`config.mk`:
```
export PLATFORM = sky130hd
export DESIGN_NAME = byp_ctrl
export DESIGN_NICKNAME = d
export VERILOG_FILES = /design/src/rtl/byp_ctrl_pkg.sv /design/src/rtl/byp_ctrl_cmp.sv /design/src/rtl/byp_ctrl.sv
export SDC_FILE = /design/constraint.sdc
export NUM_CORES = 1
export LEC_CHECK = 0
export ABC_CLOCK_PERIOD_IN_PS = 4000
export BUFFER_PORTS_ARGS = -buffer_cell sky130_fd_sc_hd__buf_2
export CORE_UTILIZATION = 48
export CTS_CLUSTER_SIZE = 20
export DETAILED_ROUTE_END_ITERATION = 12
export PLACE_DENSITY = 0.86
export SYNTH_ARGS = -nofsm -noshare
export SYNTH_HDL_FRONTEND = slang
export SYNTH_SLANG_ARGS = --single-unit
```
`constraint.sdc`:
```
create_clock -name clk -period 4 [get_ports clk]
set_clock_uncertainty 0.15 [all_clocks]
set_input_delay 0.6 -clock clk [delete_from_list [all_inputs] [get_ports clk]]
set_output_delay 0.6 -clock clk [all_outputs]
set_load 0.05 [all_outputs]
```
`src/rtl/byp_ctrl_pkg.sv`:
```
// rtl/byp_ctrl_pkg.sv - shared widths, R0 constant and pipeline stage record for byp_ctrl
package byp_ctrl_pkg;

    localparam int REG_ADDR_W = 4;
    localparam logic [REG_ADDR_W-1:0] R0_ADDR = '0;

    typedef struct packed {
        logic [REG_ADDR_W-1:0] dst;
        logic                  we;
        logic                  ld;
    } stage_t;

    localparam stage_t STAGE_BUBBLE = '{dst: '0, we: 1'b0, ld: 1'b0};

endpackage

```
`src/rtl/byp_ctrl_cmp.sv`:
```
// rtl/byp_ctrl_cmp.sv - per-port producer comparator (EX match, DM match, load hit)
module byp_cmp
    import byp_ctrl_pkg::*;
(
    input  logic [REG_ADDR_W-1:0] addr,
    input  logic                  re,
    input  stage_t                ex_stage,
    input  logic [REG_ADDR_W-1:0] dm_dst,
    input  logic                  dm_we,
    output logic                  match_ex,
    output logic                  match_dm,
    output logic                  ld_hit
);

    logic live;

    // R0 is hardwired to zero, so it never creates a dependency
    assign live     = re && (addr != R0_ADDR);
    assign match_ex = live && ex_stage.we && (ex_stage.dst == addr);
    assign match_dm = live && dm_we && (dm_dst == addr);
    assign ld_hit   = match_ex && ex_stage.ld;

endmodule

```
`src/rtl/byp_ctrl.sv`:
```
// rtl/byp_ctrl.sv - bypass select and hazard stall control; BYPASS_EN enables forwarding
module byp_ctrl #(
    parameter int REG_ADDR_W = byp_ctrl_pkg::REG_ADDR_W
) (
    input  logic                  clk,
    input  logic                  rst,
    input  logic [REG_ADDR_W-1:0] p0_addr,
    input  logic [REG_ADDR_W-1:0] p1_addr,
    input  logic                  re0,
    input  logic                  re1,
    input  logic [REG_ADDR_W-1:0] dst_addr,
    input  logic                  rf_we,
    input  logic                  ld,
    input  logic                  flush,
    input  logic                  stall_ID_EX,
    input  logic                  stall_EX_DM,
    input  logic                  stall_DM_WB,
    output logic                  byp0_EX,
    output logic                  byp0_DM,
    output logic                  byp1_EX,
    output logic                  byp1_DM,
    output logic                  hzd_stall
);

    import byp_ctrl_pkg::*;

    stage_t id_ex, ex_dm, dm_wb;
    logic   ex0, dm0, lh0, ex1, dm1, lh1;
    logic   hzd_raw, bubble;

    byp_cmp u_cmp0 (
        .addr     (p0_addr),
        .re       (re0),
        .ex_stage (id_ex),
        .dm_dst   (ex_dm.dst),
        .dm_we    (ex_dm.we),
        .match_ex (ex0),
        .match_dm (dm0),
        .ld_hit   (lh0)
    );

    byp_cmp u_cmp1 (
        .addr     (p1_addr),
        .re       (re1),
        .ex_stage (id_ex),
        .dm_dst   (ex_dm.dst),
        .dm_we    (ex_dm.we),
        .match_ex (ex1),
        .match_dm (dm1),
        .ld_hit   (lh1)
    );

`ifdef BYPASS_EN
    assign hzd_raw = lh0 || lh1;
`else
    // No forwarding: wait until the producer has left EX_DM and the RF writes through
    assign hzd_raw = ex0 || dm0 || ex1 || dm1;
`endif

    assign hzd_stall = hzd_raw && !flush;
    assign bubble    = flush || hzd_stall;

    always_ff @(posedge clk or posedge rst) begin
        if (rst) begin
            id_ex <= STAGE_BUBBLE;
            ex_dm <= STAGE_BUBBLE;
            dm_wb <= STAGE_BUBBLE;
        end else begin
            if (!stall_ID_EX)
                id_ex <= bubble ? STAGE_BUBBLE : stage_t'{dst: dst_addr, we: rf_we, ld: ld};
            if (!stall_EX_DM)
                ex_dm <= id_ex;
            if (!stall_DM_WB)
                dm_wb <= ex_dm;
        end
    end

`ifdef BYPASS_EN
    logic [3:0] byp_q;

    always_ff @(posedge clk or posedge rst) begin
        if (rst)
            byp_q <= 4'b0;
        else if (!stall_ID_EX)
            byp_q <= bubble ? 4'b0 : {ex0, dm0, ex1, dm1};
    end

    assign {byp0_EX, byp0_DM, byp1_EX, byp1_DM} = byp_q;

    // DM_WB is tracked for pipeline completeness; the RF write-through covers it
    logic unused_bits;
    assign unused_bits = ^dm_wb;
`else
    assign {byp0_EX, byp0_DM, byp1_EX, byp1_DM} = 4'b0;

    logic unused_bits;
    assign unused_bits = ^{dm_wb, lh0, lh1};
`endif

endmodule
```
== Yosys cells after proc, flatten, opt, wreduce, memory -nomap -nowiden ==
Cells that the tools add are included.
W data, S select, Z words.
Word-level totals
  flip-flop bits (word level): 10
  bits of input ports: 22
  logic and storage cells: 27
Operators by class
  equality and inequality tests: 4
  mux-type cells: 1
  reductions and logical operators: 18
Operator list (number)
  $eq A4 B4 Y1: 4
  $logic_and A1 B1 Y1: 11
  $reduce_bool A4 Y1: 2
  $mux W6: 1
  $logic_or A1 B1 Y1: 4
  $logic_not A1 Y1: 1

== Logic depth before layout (Yosys ltp) ==
Gate-level depths: netlist of run 1.
  depth after elaboration: 10
  gate-level depth with buffers: 5

== Cells and area by module ==
A second synthesis of run 1 with hierarchy kept.
Unflattened totals
  cells, all modules: 63
  area, all modules: 698.2 µm²
By module, submodules not included
  byp_ctrl: instances 1, cells an instance 31, area an instance 457.9 µm², seq. area each 275.3 µm²
  byp_cmp: instances 2, cells an instance 16, area an instance 120.1 µm², seq. area each 0.0 µm²

== Least setup slack after synthesis of run 1 ==
Ideal clock, no wire load.
  kind: input -> output
  from: in p1_addr[1]
  to: out hzd_stall
  data arrival time: 1.827 ns
  required time: 3.250 ns
  setup slack: 1.423 ns
  cell stages on the path: 4
  buffers on the path: 0
  cells stage by stage: xor2_1 -> nor4_1 -> a211oi_2 -> nor2_1
On the way
  cells in the longest elaborated chain, start to end: 7
  elaborated cells between the ends (all ways): 11
RTL lines
  start: declaration: line byp_ctrl.sv:8  | input logic [REG_ADDR_W-1:0] p1_addr,
  $reduce_bool A4 Y1: line byp_ctrl_cmp.sv:18  | assign live = re && (addr != R0_ADDR);
  $logic_and A1 B1 Y1: line byp_ctrl_cmp.sv:18
  $logic_and A1 B1 Y1 (2 in series): line byp_ctrl_cmp.sv:19  | assign match_ex = live && ex_stage.we && (ex_stage.dst == addr);
  $logic_or A1 B1 Y1: line byp_ctrl.sv:57  | assign hzd_raw = ex0 || dm0 || ex1 || dm1;
  $logic_or A1 B1 Y1 *: line byp_ctrl.sv:57
  $logic_and A1 B1 Y1 *: line byp_ctrl.sv:60  | assign hzd_stall = hzd_raw && !flush;
  end: declaration: line byp_ctrl.sv:22  | output logic hzd_stall
Every way passes the cells marked *; elsewhere a longest branch is shown, timed or not.

== Worst setup path in the final report of run 1 ==
Same ends and word-level chain as after synthesis.

==> results of run 1 <==
synth_stat cells, drive strengths merged:
library cell / count
a211oi: 1
o41a: 2
mux2: 5
conb: 1
nand3: 4
a32o: 5
xnor2: 10
buf: 4
xor2: 6
o22ai: 1
nor2: 2
nor4: 2
dfrtp: 10
nand2: 2
inv: 1
critical path: stages:
cell and delay, ns:
buf_2 0.12, o41a_1 0.43, nand3_1 0.10, nor4_1 0.05, a211oi_2 0.40, nor2_1 0.06, buf_2 0.22
metrics by stage:
step,setup slack (ns),util (%),instance area (um2),hold slack [ns]
after floorplan,1.423,-,634.4,0.2902
after global placement,1.275,62.45,721.9,0.3815
after detailed placement,1.261,62.45,721.9,0.3829
after CTS,1.256,64.39,744.5,0.1608
after global routing,1.128,64.39,744.5,0.1850
final,1.264,64.39,744.5,0.1589
layout make-up:
type | count | share of cell area, %
Multi-Input combinational cell | 44 | 47.06
Timing Repair Buffer | 20 | 13.45
Sequential cell | 10 | 33.61
Inverter | 1 | 0.5042
Clock buffer | 3 | 3.025
Tap cell | 14 | 2.353
registers in the layout, summed over array words and instances (netlist names):
signal and cells:
ex_dm 5, id_ex 5
worst min-delay path by stage:
stage	from	end	slack, ns	depth (start not counted)
4_1_cts	rst	id_ex[2]	0.16	2
5_1_grt	rst	id_ex[2]	0.18	2
3_5_place_dp	ex_dm[1]	ex_dm[1]	0.38	1
6_report	rst	id_ex[2]	0.16	2
3_3_place_gp	ex_dm[1]	ex_dm[1]	0.38	1
2_1_floorplan	rst	ex_dm[1]	0.29	1
cells by family after synthesis:
kind of cell | share of synthesized area (%)
AO/OA/AOI/OAI | 14.66
XOR/XNOR | 22.49
buffers and inverters | 5.421
flip-flops | 40.16
multiplexers | 9.036
other | 0.6018
AND/OR/NAND/NOR | 7.631
power groups by stage:
stage | logic [mW] | clock network [mW] | registers (mW)
floorplan | 0.0475 | 0 | 0.122
global placement | 0.0613 | 0 | 0.125
detailed placement | 0.0631 | 0 | 0.126
CTS | 0.0632 | 0.0657 | 0.124
global route | 0.0695 | 0.0699 | 0.125
finish | 0.0625 | 0.0632 | 0.124
layer usage:
layer,global-route usage [%],vias to the layer above,part of all wire [%]
met5,0,-,0
met4,10.71,0,0.96
met3,1.744,2,4.4
met2,34.75,18,50
met1,23.86,245,44
li1,-,243,-
==> flow_summary.json, run 1 <==
{
  "status": "finished, final reports clean",
  "synth_cell_types": 15,
  "avgSynthCellArea_um2": 11.13,
  "power_density_nw_per_um2": 335.2,
  "clkPwrFrac_pct": 25.3,
  "detail-route-antenna-nets": 0,
  "antenna_found_initial": 0,
  "track_usage_pct": 19.90,
  "clockBufferDepth": 2,
  "drt_iter0_drc": 6,
  "die_area_um2": 1446,
  "hp-class": "in2async",
  "fillCellCount": 93,
  "crit_fanout": 6,
  "synth_top_cell_by_area": "dfrtp_1",
  "p_switching_mw": 0.07245,
  "cp-startpoint": "p1_addr[1]",
  "multi_input_area_um2": 350.3,
  "synth-warning-count": 0,
  "syn_to_final_growth_pct": 19.48,
  "synthCells": 56,
  "ioPinCount": 27,
  "initial_core_util_pct": 53.90,
  "overflow": 0,
  "routed_wl_um": 1149,
  "syn-cell-area_um2": 623.1,
  "startpoint_type": "input pin",
  "seqCellArea_um2": 250.2,
  "layout_commonest_cell": "buf_2",
  "drt_pass1_iterations": 2,
  "peakVddDrop_mv": 0.1823,
  "fin_crit_sh_pct": 68.40,
  "p_int_mw": 0.1771,
  "core_area_um2": 1156,
  "reg2regPathDepth": 5,
  "cp.arrival_ns": 1.99,
  "mostFrequentLayoutCells": "buf_2, xnor2_1, dfrtp_1, xor2_1",
  "die_y_um": 38.03,
  "grt_pass1_wl_um": 1980,
  "cts_buffers": 3,
  "netlist.area_leader.share_pct": 40.16,
  "finalSetupTns_ns": 0,
  "gp_congestion": 0.7743,
  "final_hold_viol_count": 0,
  "drive_above_1_share_pct": 37.18,
  "reg2reg_to": "id_ex[3]",
  "grt_pass1_vias": 507,
  "fin_cells": 92,
  "rr_startpoint": "id_ex[4]",
  "pwr-share-comb_pct": 25.1,
  "dp_cells": 89,
  "worst-setup-path-type": "in2out",
  "die_w_um": 38.03,
  "tritoncts": "done",
  "routed-via-count": 508,
  "drt-wirelength-per-cell_um": 12.49,
  "grt_max_degree": 11,
  "timing.critical_path.to": "hzd_stall",
  "max_freq_mhz": 365.5,
  "ctsResizeCount": 0,
  "maxSlewViolCount": 0,
  "crit_required_ns": 3.25,
  "swShare_pct": 29.03,
  "setup_violations": 0,
  "seqPwrFrac_pct": 49.6,
  "synth_area_leaders": "dfrtp_1, xnor2_1, mux2_2",
  "nets": 102,
  "root_buffer": "clkbuf_4",
  "antennaDiodeCount": 0,
  "postCtsHoldBufs": 0,
  "ys_ff_latch": 10,
  "rsz0062_at_grt": "no",
  "r2r_slack_ns": 2.37,
  "endpoint_kind": "primary output",
  "finalPower_mw": 0.2496,
  "fin_crit_ns": 2.736,
  "io_buffers": 20,
  "insertion_delay_ns": 0.25,
  "clk_pin_slew_ns": 0.06,
  "drc": 0,
  "post_cts_buffers": 0,
  "cts_sinks": 10,
  "leakage_nw": 0.3439,
  "maxCapViolCount": 0,
  "cts.htree.levels": 1,
  "num_rows": 12,
  "vias_per_cell": 5.522,
  "yosysSeqAreaShare_pct": 40.16
}
No activity file was read; power rests on OpenSTA's default activity.
==> inputs of run 2 (changes only) <==
ABC_AREA = 1   (was not set)
ABC_CLOCK_PERIOD_IN_PS = 2700   (was 4000)
PLACE_DENSITY = 0.82   (was 0.86)
clock period = 2.7 ns   (was 4 ns; I/O delays follow)
==> run 2 against run 1 <==
Compared with the run above: hold slack gained 0.15 ns; final cell count grew 78%; via count grew 52%; global-route usage shrank 0.19 points; largest power group unchanged; sequential power grew 45%.
==> flow_summary.json, run 2 <==
{
  "grt_max_degree": 11,
  "synth_common_cells": "nand2_1, inv_1, nor2_1",
  "maxCapViolCount": 0,
  "netlist.area_leader.share_pct": 31.85,
  "syn-cell-area_um2": 785.8,
  "ioPinCount": 27,
  "die_w_um": 42.46,
  "hp-class": "in2reg",
  "cts_buffers": 3,
  "initial_core_util_pct": 51.56,
  "io_buffers": 20,
  "drt_iter0_drc": 13,
  "fin_crit_sh_pct": 81.51,
  "tritoncts": "done",
  "die_area_um2": 1803,
  "maxSlewViolCount": 0,
  "hpwl_um": 1291,
  "worst-setup-path-type": "reg2out",
  "cp.arrival_ns": 1.65,
  "cp_slowest_cell": "dfrtp_1",
  "drc": 0,
  "die_y_um": 42.46,
  "drt_pass1_iterations": 4,
  "clockBufferDepth": 2,
  "synth-edff-count": 0,
  "finalSetupTns_ns": 0,
  "routed-via-count": 774,
  "startpoint_type": "flip-flop",
  "max_freq_mhz": 454.4,
  "synthCells": 126,
  "post_cts_buffers": 0,
  "gp_congestion": 0.8684,
  "finalPower_mw": 0.4155,
  "leakage_nw": 0.5790,
  "crit_chain": "inv_2, nand2_1, nand2_1, nor2_1, nand3_1, nand2_1, nand2_2, a21oi_2, buf_2",
  "crit_top_cell": "nand2_1",
  "status": "finished, final reports clean",
  "antenna_found_initial": 0,
  "place_ws_ns": 0.6661,
  "cts_sinks": 10,
  "detail-route-antenna-nets": 0,
  "num_rows": 14,
  "insertion_delay_ns": 0.25,
  "setup_violations": 0,
  "endpoint_kind": "primary output",
  "vias_per_cell": 4.720,
  "track_usage_pct": 19.71,
  "crit_required_ns": 2.14,
  "core_area_um2": 1524,
  "antennaDiodeCount": 0,
  "layout_commonest_cell": "nand2_1",
  "ys_ff_latch": 10,
  "yosysSeqAreaShare_pct": 31.85,
  "synth_cell_types": 18,
  "mostFrequentLayoutCells": "nand2_1, buf_2, inv_1, nor2_1, dfrtp_1",
  "cpPeakStageDelay_ns": 0.41,
  "routed_wl_um": 1538,
  "synth-main-ff-cell": "dfrtp_1",
  "r2r_slack_ns": 1.31,
  "crit_fanout": 6,
  "grt_pass1_vias": 696,
  "clk_pin_slew_ns": 0.06,
  "path_buf_inv": 2,
  "place_area_um2": 879.6,
  "top_regs": "ex_dm x5, id_ex x5",
  "grt_pass1_wl_um": 2725,
  "peakVddDrop_mv": 0.2967,
  "rsz0062_at_grt": "no",
  "drive_above_1_share_pct": 23.65,
  "fillCellCount": 163,
  "fin_ws_ns": 0.4993,
  "fin_crit_ns": 2.201,
  "final_hold_viol_count": 0,
  "synth-warning-count": 0,
  "postCtsHoldBufs": 1,
  "finalInstanceArea_um2": 925.9,
  "drt-wirelength-per-cell_um": 9.378,
  "overflow": 0,
  "nets": 171,
  "power_density_nw_per_um2": 448.8,
  "synth_area_leaders": "dfrtp_1, nand2_1, inv_1",
  "ctsResizeCount": 0,
  "synth_most_common_cell": "nand2_1",
  "synth_top_cell_by_area": "dfrtp_1",
  "syn_to_final_growth_pct": 17.83,
  "root_buffer": "clkbuf_4",
  "synth-async-reset-ratio_pct": 100.0,
  "cp_top_family": "simple AND/OR/NAND/NOR gates",
  "cts.htree.levels": 1,
  "avgSynthCellArea_um2": 6.236
}
==> run 2: cell types whose count changed in the layout (fill, tap and decap cells not counted), moves of 4 or more <==
cell / previous run / this run
nand4_1: 0 / 5
a32o_1: 5 / 0
o21ai_0: 0 / 4
nand2_1: 2 / 46
inv_1: 1 / 17
mux2_2: 5 / 1
xnor2_1: 10 / 0
nor2_1: 2 / 16
inv_2: 0 / 4
==> run 2: through the flow <==
step | util, % | cells | hold slack, ns
floorplan | - | 129 | 0.09518
finish | 60.76 | 164 | 0.3110
global placement | 57.72 | 159 | 0.2291
detailed placement | 57.72 | 159 | 0.2387
CTS | 60.76 | 164 | 0.3013
global route | 60.76 | 164 | 0.3150
==> run 2: worst paths after layout <==
path	start	end	cells after the start
worst max-delay path	id_ex[2]	hzd_stall	9
worst min-delay path	stall_ID_EX	id_ex[4]	3
worst max register to register	id_ex[2]	id_ex[5]	9
worst min register to register	ex_dm[1]	ex_dm[1]	1
max in group asynchronous	rst	id_ex[1]	3
min in group asynchronous	rst	id_ex[5]	3
==> run 2: tightest hold or removal path, delay by kind of cell <==
family,cells,cell delay (ns)
buffers and inverters,1,0.16
AND/OR/NAND/NOR,2,0.12
==> run 2: kinds of logic (layout without fill, tap and decap cells) <==
logic type | count (synthesis) | count (layout) | share of synthesized area (%)
simple gates | 74 | 74 | 38.54
flops | 10 | 10 | 31.85
compound gates | 7 | 7 | 6.211
buf+inv | 27 | 46 | 14.81
mux | 1 | 1 | 1.433
xor+xnor | 6 | 6 | 6.688
other cells | 1 | 4 | 0.4772
==> run 2: area by class of cell <==
type | count | area [um2] | area share [%]
multi-input combinational | 92 | 430.4 | 46.49
sequential | 10 | 250.2 | 27.03
timing repair buffer | 21 | 110.1 | 11.89
inverter | 21 | 78.83 | 8.514
clock buffer | 4 | 36.28 | 3.919
tap | 16 | 20.02 | 2.162
==> run 2: metal layers <==
metal  vias to the layer above  track usage [%]  part of all wire (%)
met4                         0            10.00                     0
li1                        417                -                     -
met3                         0            1.293                   3.4
met2                        24            32.62                    50
met1                       333            25.82                    47
met5                         -                0                     0
==> run 2: power by group <==
part,switching (mW),total [mW],internal (mW),leakage [nW]
sequential,0.0160,0.180,0.164,0.131
clock,0.0456,0.127,0.0816,0.0210
combinational,0.0671,0.108,0.0412,0.427
total,0.129,0.416,0.287,0.579
